[src/rtl/flash_boot_loader_pkg.sv]
// Shared definitions for the flash boot loader: state encoding, default sizes
// and the halfword-pair to SRAM-word byte reversal.
package flash_boot_loader_pkg;

   localparam int unsigned LOAD_WORDS_DEF = 1048576;
   localparam int unsigned TIMEOUT_DEF    = 4095;
   localparam int          CNT_W          = 21;

   typedef enum logic [2:0] {
      ST_IDLE   = 3'd0,
      ST_REQ_HI = 3'd1,
      ST_REQ_LO = 3'd2,
      ST_WRITE  = 3'd3,
      ST_FINISH = 3'd4,
      ST_ERROR  = 3'd5
   } boot_state_t;

   // Flash stores the image big-endian per halfword; the CPU fetches little-endian words.
   function automatic logic [31:0] boot_swap(input logic [15:0] hi, input logic [15:0] lo);
      return {lo[7:0], lo[15:8], hi[7:0], hi[15:8]};
   endfunction

endpackage

[src/rtl/flash_boot_loader_sram_mux.sv]
// Instruction-SRAM port arbiter: the loader drives the SRAM while it owns the
// port, otherwise the CPU port passes straight through.
module boot_sram_mux
   import flash_boot_loader_pkg::*;
(
   input  logic        loader_owns,
   input  logic        ld_ce,
   input  logic        ld_we,
   input  logic [31:0] ld_addr,
   input  logic [31:0] ld_wdata,
   input  logic [3:0]  ld_sel,
   input  logic        cpu_ce,
   input  logic        cpu_we,
   input  logic [31:0] cpu_addr,
   input  logic [31:0] cpu_wdata,
   input  logic [3:0]  cpu_sel,
   output logic [31:0] cpu_rdata,
   output logic        mem_ce,
   output logic        mem_we,
   output logic [31:0] mem_addr,
   output logic [31:0] mem_wdata,
   output logic [3:0]  mem_sel,
   input  logic [31:0] mem_rdata
);

   assign mem_ce    = loader_owns ? ld_ce    : cpu_ce;
   assign mem_we    = loader_owns ? ld_we    : cpu_we;
   assign mem_addr  = loader_owns ? ld_addr  : cpu_addr;
   assign mem_wdata = loader_owns ? ld_wdata : cpu_wdata;
   assign mem_sel   = loader_owns ? ld_sel   : cpu_sel;
   // The CPU sees zeros rather than stale image data while the loader owns the port.
   assign cpu_rdata = loader_owns ? 32'h0 : mem_rdata;

endmodule

[src/rtl/flash_boot_loader.sv]
// Boot sequencer: copies the flash image into instruction SRAM, holding the CPU
// in reset until the copy is complete.
//
// state   | meaning
// IDLE    | CPU owns SRAM; waits for start_i or power-on boot
// REQ_HI  | fetching high halfword of the current word
// REQ_LO  | fetching low halfword of the current word
// WRITE   | single-cycle SRAM write of the assembled word
// FINISH  | last word written, CPU still held for one more cycle
// ERROR   | flash did not answer in time; CPU held until restart
module flash_boot_loader
   import flash_boot_loader_pkg::*;
#(
   parameter int unsigned LOAD_WORDS    = LOAD_WORDS_DEF,
   parameter int unsigned TIMEOUT       = TIMEOUT_DEF,
   parameter bit          BOOT_ON_RESET = 1'b1
) (
   input  logic        clk,
   input  logic        rst_n,
   input  logic        start_i,
   output logic        flash_req_o,
   output logic [21:0] flash_addr_o,
   input  logic        flash_ack_i,
   input  logic [15:0] flash_data_i,
   input  logic        cpu_ce_i,
   input  logic        cpu_we_i,
   input  logic [31:0] cpu_addr_i,
   input  logic [31:0] cpu_data_i,
   input  logic [3:0]  cpu_sel_i,
   output logic [31:0] cpu_data_o,
   output logic        mem_ce_o,
   output logic        mem_we_o,
   output logic [31:0] mem_addr_o,
   output logic [31:0] mem_data_o,
   output logic [3:0]  mem_sel_o,
   input  logic [31:0] mem_data_i,
   output logic        cpu_rst_o,
   output logic        busy_o,
   output logic        done_o,
   output logic        error_o,
   output logic [15:0] progress_o
);

   localparam int TMR_W = (TIMEOUT > 2) ? $clog2(TIMEOUT) : 1;
   localparam logic [TMR_W-1:0] TMR_LOAD  = TMR_W'(TIMEOUT - 1);
   localparam logic [CNT_W-1:0] LAST_WORD = CNT_W'(LOAD_WORDS - 1);

   boot_state_t      state, state_nxt;
   logic [CNT_W-1:0] word_cnt;
   logic [TMR_W-1:0] tmr;
   logic [15:0]      hi_q, lo_q;
   logic             done_q, error_q, boot_pend;
   logic             in_req, tmr_tc;
   logic             clr_load, cnt_inc, set_done, set_err, cap_hi, cap_lo;
   logic             loader_owns, ld_wr;

   assign in_req = (state == ST_REQ_HI) || (state == ST_REQ_LO);
   // Down-counter reloads on every ack; terminal count marks the TIMEOUT-th idle cycle.
   assign tmr_tc = (tmr == '0);

   always_comb begin
      state_nxt = state;
      clr_load  = 1'b0;
      cnt_inc   = 1'b0;
      set_done  = 1'b0;
      set_err   = 1'b0;
      cap_hi    = 1'b0;
      cap_lo    = 1'b0;
      unique case (state)
         ST_IDLE: begin
            if (boot_pend || start_i) begin
               clr_load  = 1'b1;
               state_nxt = ST_REQ_HI;
            end
         end
         ST_REQ_HI: begin
            if (flash_ack_i) begin
               cap_hi    = 1'b1;
               state_nxt = ST_REQ_LO;
            end else if (tmr_tc) begin
               set_err   = 1'b1;
               state_nxt = ST_ERROR;
            end
         end
         ST_REQ_LO: begin
            if (flash_ack_i) begin
               cap_lo    = 1'b1;
               state_nxt = ST_WRITE;
            end else if (tmr_tc) begin
               set_err   = 1'b1;
               state_nxt = ST_ERROR;
            end
         end
         ST_WRITE: begin
            if (word_cnt == LAST_WORD) begin
               state_nxt = ST_FINISH;
            end else begin
               cnt_inc   = 1'b1;
               state_nxt = ST_REQ_HI;
            end
         end
         ST_FINISH: begin
            set_done  = 1'b1;
            state_nxt = ST_IDLE;
         end
         ST_ERROR: begin
            if (start_i) begin
               clr_load  = 1'b1;
               state_nxt = ST_REQ_HI;
            end
         end
         default: state_nxt = ST_IDLE;
      endcase
   end

   always_ff @(posedge clk) begin
      if (!rst_n) begin
         state     <= ST_IDLE;
         word_cnt  <= '0;
         tmr       <= '0;
         done_q    <= 1'b0;
         error_q   <= 1'b0;
         boot_pend <= BOOT_ON_RESET;
      end else begin
         state     <= state_nxt;
         boot_pend <= 1'b0;
         if (clr_load) begin
            word_cnt <= '0;
            done_q   <= 1'b0;
            error_q  <= 1'b0;
         end else begin
            if (cnt_inc)  word_cnt <= word_cnt + CNT_W'(1);
            if (set_done) done_q   <= 1'b1;
            if (set_err)  error_q  <= 1'b1;
         end
         if (in_req && !flash_ack_i) tmr <= tmr - TMR_W'(1);
         else                        tmr <= TMR_LOAD;
      end
   end

   always_ff @(posedge clk) begin
      if (cap_hi) hi_q <= flash_data_i;
      if (cap_lo) lo_q <= flash_data_i;
   end

   // Outputs are qualified with rst_n so a reset landing mid-load issues no request or write.
   assign flash_req_o  = rst_n && in_req;
   assign flash_addr_o = flash_req_o ? {word_cnt, state == ST_REQ_LO} : 22'h0;
   assign busy_o       = rst_n && (in_req || state == ST_WRITE || state == ST_FINISH);
   assign cpu_rst_o    = !rst_n || (state != ST_IDLE) || boot_pend;
   assign done_o       = done_q;
   assign error_o      = error_q;
   assign progress_o   = word_cnt[CNT_W-1:5];

   assign loader_owns = (state != ST_IDLE) || boot_pend;
   assign ld_wr       = rst_n && (state == ST_WRITE);

   boot_sram_mux u_sram_mux (
      .loader_owns (loader_owns),
      .ld_ce       (ld_wr),
      .ld_we       (ld_wr),
      .ld_addr     ({9'h0, word_cnt, 2'b00}),
      .ld_wdata    (boot_swap(hi_q, lo_q)),
      .ld_sel      (4'b1111),
      .cpu_ce      (cpu_ce_i),
      .cpu_we      (cpu_we_i),
      .cpu_addr    (cpu_addr_i),
      .cpu_wdata   (cpu_data_i),
      .cpu_sel     (cpu_sel_i),
      .cpu_rdata   (cpu_data_o),
      .mem_ce      (mem_ce_o),
      .mem_we      (mem_we_o),
      .mem_addr    (mem_addr_o),
      .mem_wdata   (mem_data_o),
      .mem_sel     (mem_sel_o),
      .mem_rdata   (mem_data_i)
   );

endmodule

[config.mk]
export PLATFORM = sky130hd
export DESIGN_NAME = flash_boot_loader
export DESIGN_NICKNAME = d
export VERILOG_FILES = /design/src/rtl/flash_boot_loader_pkg.sv /design/src/rtl/flash_boot_loader_sram_mux.sv /design/src/rtl/flash_boot_loader.sv
export SDC_FILE = /design/constraint.sdc
export NUM_CORES = 1
export LEC_CHECK = 0
export CAP_MARGIN = 20
export CORE_MARGIN = 2
export CORE_UTILIZATION = 34
export CTS_CLUSTER_DIAMETER = 50
export CTS_CLUSTER_SIZE = 12
export DETAILED_ROUTE_END_ITERATION = 8
export GPL_ROUTABILITY_DRIVEN = 1
export HOLD_SLACK_MARGIN = 0.05
export PLACE_DENSITY = 0.76
export SLEW_MARGIN = 25
export SYNTH_ARGS = -nofsm -noshare
export SYNTH_HDL_FRONTEND = slang
export SYNTH_HIERARCHICAL = 1
export SYNTH_SLANG_ARGS = --single-unit
[constraint.sdc]
create_clock -name clk -period 2.9 [get_ports clk]
set_clock_uncertainty 0.2 [all_clocks]
set_input_delay 0.435 -clock clk [delete_from_list [all_inputs] [get_ports clk]]
set_output_delay 0.435 -clock clk [all_outputs]
set_load 0.03 [all_outputs]
==> results_tabular.tex <==
\begin{tabular}{lr}
\hline
Metric & Value \\
\hline
\multicolumn{2}{l}{\textbf{Global route}} \\
Number of antenna violations at the first check in global routing & 0 \\
Wire length of the first global-routing pass & 20800 um \\
Via count of the first global-routing pass & 3864 \\
Total overflow reported by the global router & 0 \\
Largest net degree at the start of global routing & 53 \\
Global Route Usage Sum & 20.4\% \\
\multicolumn{2}{l}{\textbf{Clock tree}} \\
CTS tree & done \\
Clock transition at the registers of the reported paths & 60 ps \\
Clk sink count & 71 \\
Number of H-tree levels & 3 \\
Number of buffers added by the clock tree synthesis step & 9 \\
Clock buffer depth & 2 \\
Post CTS Setup Buffer Count & 0 \\
Clock root buffer & sky130\_fd\_sc\_hd\_\_clkbuf\_16 \\
Worst-Skew Late Latency & between 300 and 400 ps \\
\multicolumn{2}{l}{\textbf{Yosys}} \\
Number of enable-type register cells in the synthesized netlist & 32 \\
Register bit count reported by yosys & slightly above 70 \\
Share of the yosys chip area belonging to registers & 40.5\% \\
Synthesized netlist cell count & 418 \\
Avg Synthesized Cell Area & 10.3 um2 \\
Yosys warnings & 6 \\
Post-synthesis instance area & 4300 um2 \\
Synth Area in Adders & 0.582\% \\
Compound-Gate Fraction of Synth Area & 8.27\% \\
Synth unique cells & 58 \\
Main synth FF type & sky130\_fd\_sc\_hd\_\_dfxtp\_1 \\
Multiplexer share of the synthesized area & 18.3\% \\
Proportion of register bits with asynchronous set or reset after synthesis & 0\% \\
Xor-xnor portion of the synthesized cell area & 3.87\% \\
Combinational family with the most area after synthesis & simple AND/OR/NAND/NOR gates \\
Simple-gate share of the synthesized area & 21.4\% \\
\multicolumn{2}{l}{\textbf{Layout}} \\
Count of non-filler cells in the finished layout & 863 \\
Fraction of layout cells with a size suffix above 1 & 17.8\% \\
Number of filler instances in the final layout & 1040 \\
Antenna fix cells & 0 \\
Synthesis-to-layout area growth & 70.0\% \\
Count of nets after finishing & 811 \\
\multicolumn{2}{l}{\textbf{Placement}} \\
Total instance count after detailed placement & 848 \\
Total of buffers placed on input and output ports & 266 \\
Post-DP HPWL & 11200 um \\
Routability congestion estimate from global placement & 0.849 \\
Worst Setup Slack post-DPL & 252 ps \\
\multicolumn{2}{l}{\textbf{STA}} \\
Maximum operating frequency & $\sim$350 MHz \\
Rel. slew slack & between 60 and 70\% \\
Total negative slack for setup checks & 0 ps \\
Total count of hold-check failures in the final report & 0 \\
Final hold slack & 281 ps \\
Setup repair after global routing missed its margin & yes \\
Final worst setup slack & roughly 42 ps \\
Slew at the pin with the worst max-slew slack & roughly 550 ps \\
Final slew viol count & 0 \\
Crit share post-route & just under 100\% \\
Final setup violation count & 0 \\
Time the worst path needs with I/O delays and setup & about 2900 ps \\
\multicolumn{2}{l}{\textbf{Power}} \\
Leakage power summed over all cells & between 2 and 3 nW \\
VDD IR-drop max & 217 uV \\
Post-layout total power & 3.14 mW \\
Ratio of total power to cell area & 429 nW/um2 \\
\multicolumn{2}{l}{\textbf{Setup path}} \\
Data required time at the worst endpoint & 2270 ps \\
CP Class & register to primary output \\
Kind of start point of the critical path & register \\
CP Capture Type & primary output \\
Crit-path cells & nor2\_1, nand2\_4, buf\_6, mux2\_1, clkdlybuf4s50\_1 \\
Reg-to-reg slack, setup & 560 ps \\
Worst Path Max Fanout & 50 \\
Max stage delay cell, worst path & sky130\_fd\_sc\_hd\_\_clkdlybuf4s50\_1 \\
Crit path DAT & 2220 ps \\
Crit path largest cell delay & 600 ps \\
\multicolumn{2}{l}{\textbf{Detailed routing}} \\
Post-detailed-route wirelength per cell & 16.6 um \\
Via-per-instance ratio & approximately 4.7 \\
Final wirelength & 14300 um \\
Total vias in the final route & 4088 \\
First-iteration detailed-routing DRC count & 201 \\
DRT antenna net count & 0 \\
DRC errors left & 0 \\
1st-pass router iterations & 6 \\
\multicolumn{2}{l}{\textbf{Floorplan}} \\
Die X & 116 um \\
Floorplan Core Area & 12500 um2 \\
Ports & 267 \\
Total number of placement rows & 41 \\
Vert. Die Dim & 116 um \\
Full die area & 13600 um2 \\
Initial standard-cell utilization of the core & 34.5\% \\
\multicolumn{2}{l}{\textbf{Outcome}} \\
Result of the run & finished clean \\
\multicolumn{2}{l}{\textbf{Job}} \\
Max cap viols & 0 \\
\multicolumn{2}{l}{\textbf{Min path}} \\
Kind of path behind the tightest hold check & register to register \\
\hline
\end{tabular}
==> through the flow <==
step	util [%]	cell area [um2]
finish	58.6	7310
global route	58.6	7310
CTS	58.6	7310
detailed placement	56.5	7040
global placement	56.5	7040
floorplan	-	4350
==> final timing paths <==
path                start             end  cells after the start
max             boot_pend  mem_addr_o[22]                      5
min               error_o         error_o                      2
max reg2reg  word_cnt[14]    word_cnt[17]                      5
min reg2reg       error_o         error_o                      2
==> cells in the mapped netlist, drive strengths merged (2+ instances only) <==
cell	n	share of area, %
nor3b	2	0.35
inv	4	0.35
nand4	5	0.87
mux2	70	18
or2	2	0.29
o21ai	8	1.0
a2111oi	3	0.67
nand3b	3	0.82
edfxtp	32	22
xor2	7	1.4
o211ai	4	0.82
dfxtp	39	18
a211oi	2	0.35
nand3	11	1.5
and4	4	0.82
ha	2	0.58
xnor2	12	2.4
nand2	18	1.6
o31ai	4	0.70
a21oi	23	2.9
nor2	26	2.3
nor3	3	0.35
clkbuf	5	0.44
and2	22	3.2
nor4	3	0.79
or3	3	0.44
or4	8	1.5
a31oi	2	0.29
buf	35	5.9
and3	7	1.0
conb	2	0.17
nor2b	36	5.2
==> cells in the final DEF, fill, tap and decap left out, drive strengths merged, types with 2 or more instances in the layout <==
cell	n
mux2	70
a21oi	23
inv	4
buf	77
nor4	3
clkinv	3
and3	7
clkbuf	12
a211oi	2
conb	15
o31ai	4
or4	8
and2	22
o211ai	4
xor2	7
a31oi	2
xnor2	12
nor2	26
and4	4
nand2	18
nor3	3
o21ai	8
a2111oi	3
ha	2
clkdlybuf4s50	208
nor3b	2
nand3b	3
nor2b	36
or3	3
dfxtp	39
or2	2
nand3	11
nand4	5
edfxtp	32
==> power breakdown <==
group	leakage (nW)	internal (mW)	total [mW]	switching, mW
Clock	0.123	0.574	0.973	0.399
Combinational	2.08	0.508	1.06	0.549
Sequential	0.611	1.09	1.11	0.0202
Total	2.81	2.17	3.14	0.968
==> kinds of logic after synthesis <==
group / Yosys count
simple gates: 155
flops: 71
mux: 70
compound gates: 54
buf+inv: 45
xor+xnor: 19
fa+ha+maj: 2
other cells: 2
==> what timing repair did <==
action,in CTS,in global routing
resized for setup,1,0
setup endpoints to repair,22,22
hold buffers,0,0
cloned,0,0
pin swaps,0,0
==> metal layers <==
layer	track usage, %	part of all wire, %	up-vias
li1	-	-	2010
met1	24.3	40	1916
met2	36.0	51	145
met3	3.94	6.7	17
met4	8.17	2.2	0
met5	0	0	-
==> sequential cells by signal, summed over array words and instances, names as in the netlist <==
signal and cells:
tmr 12, lo_q 16, hi_q 16, word_cnt 21, done_o 1, error_o 1
state 3, boot_pend 1
==> critical path: cells and delay by family (launching register included) <==
kind,cells,cell delay [ps]
DFF,1,350
buffers and inverters,2,940
muxes,1,380
and+or+nand+nor,2,180
==> cell type report <==
| cell class | instances | area, um2 | share of cell area [%] |
|---|---|---|---|
| Multi-Input combinational cell | 315 | 2330 | 31.9 |
| Timing Repair Buffer | 285 | 2740 | 37.5 |
| Clock buffer | 12 | 236 | 3.24 |
| Tap cell | 172 | 215 | 2.95 |
| Sequential cell | 71 | 1740 | 23.8 |
| Clock inverter | 3 | 21.3 | 0.291 |
| Inverter | 5 | 18.8 | 0.257 |
Power figures use the tool's default switching activity.
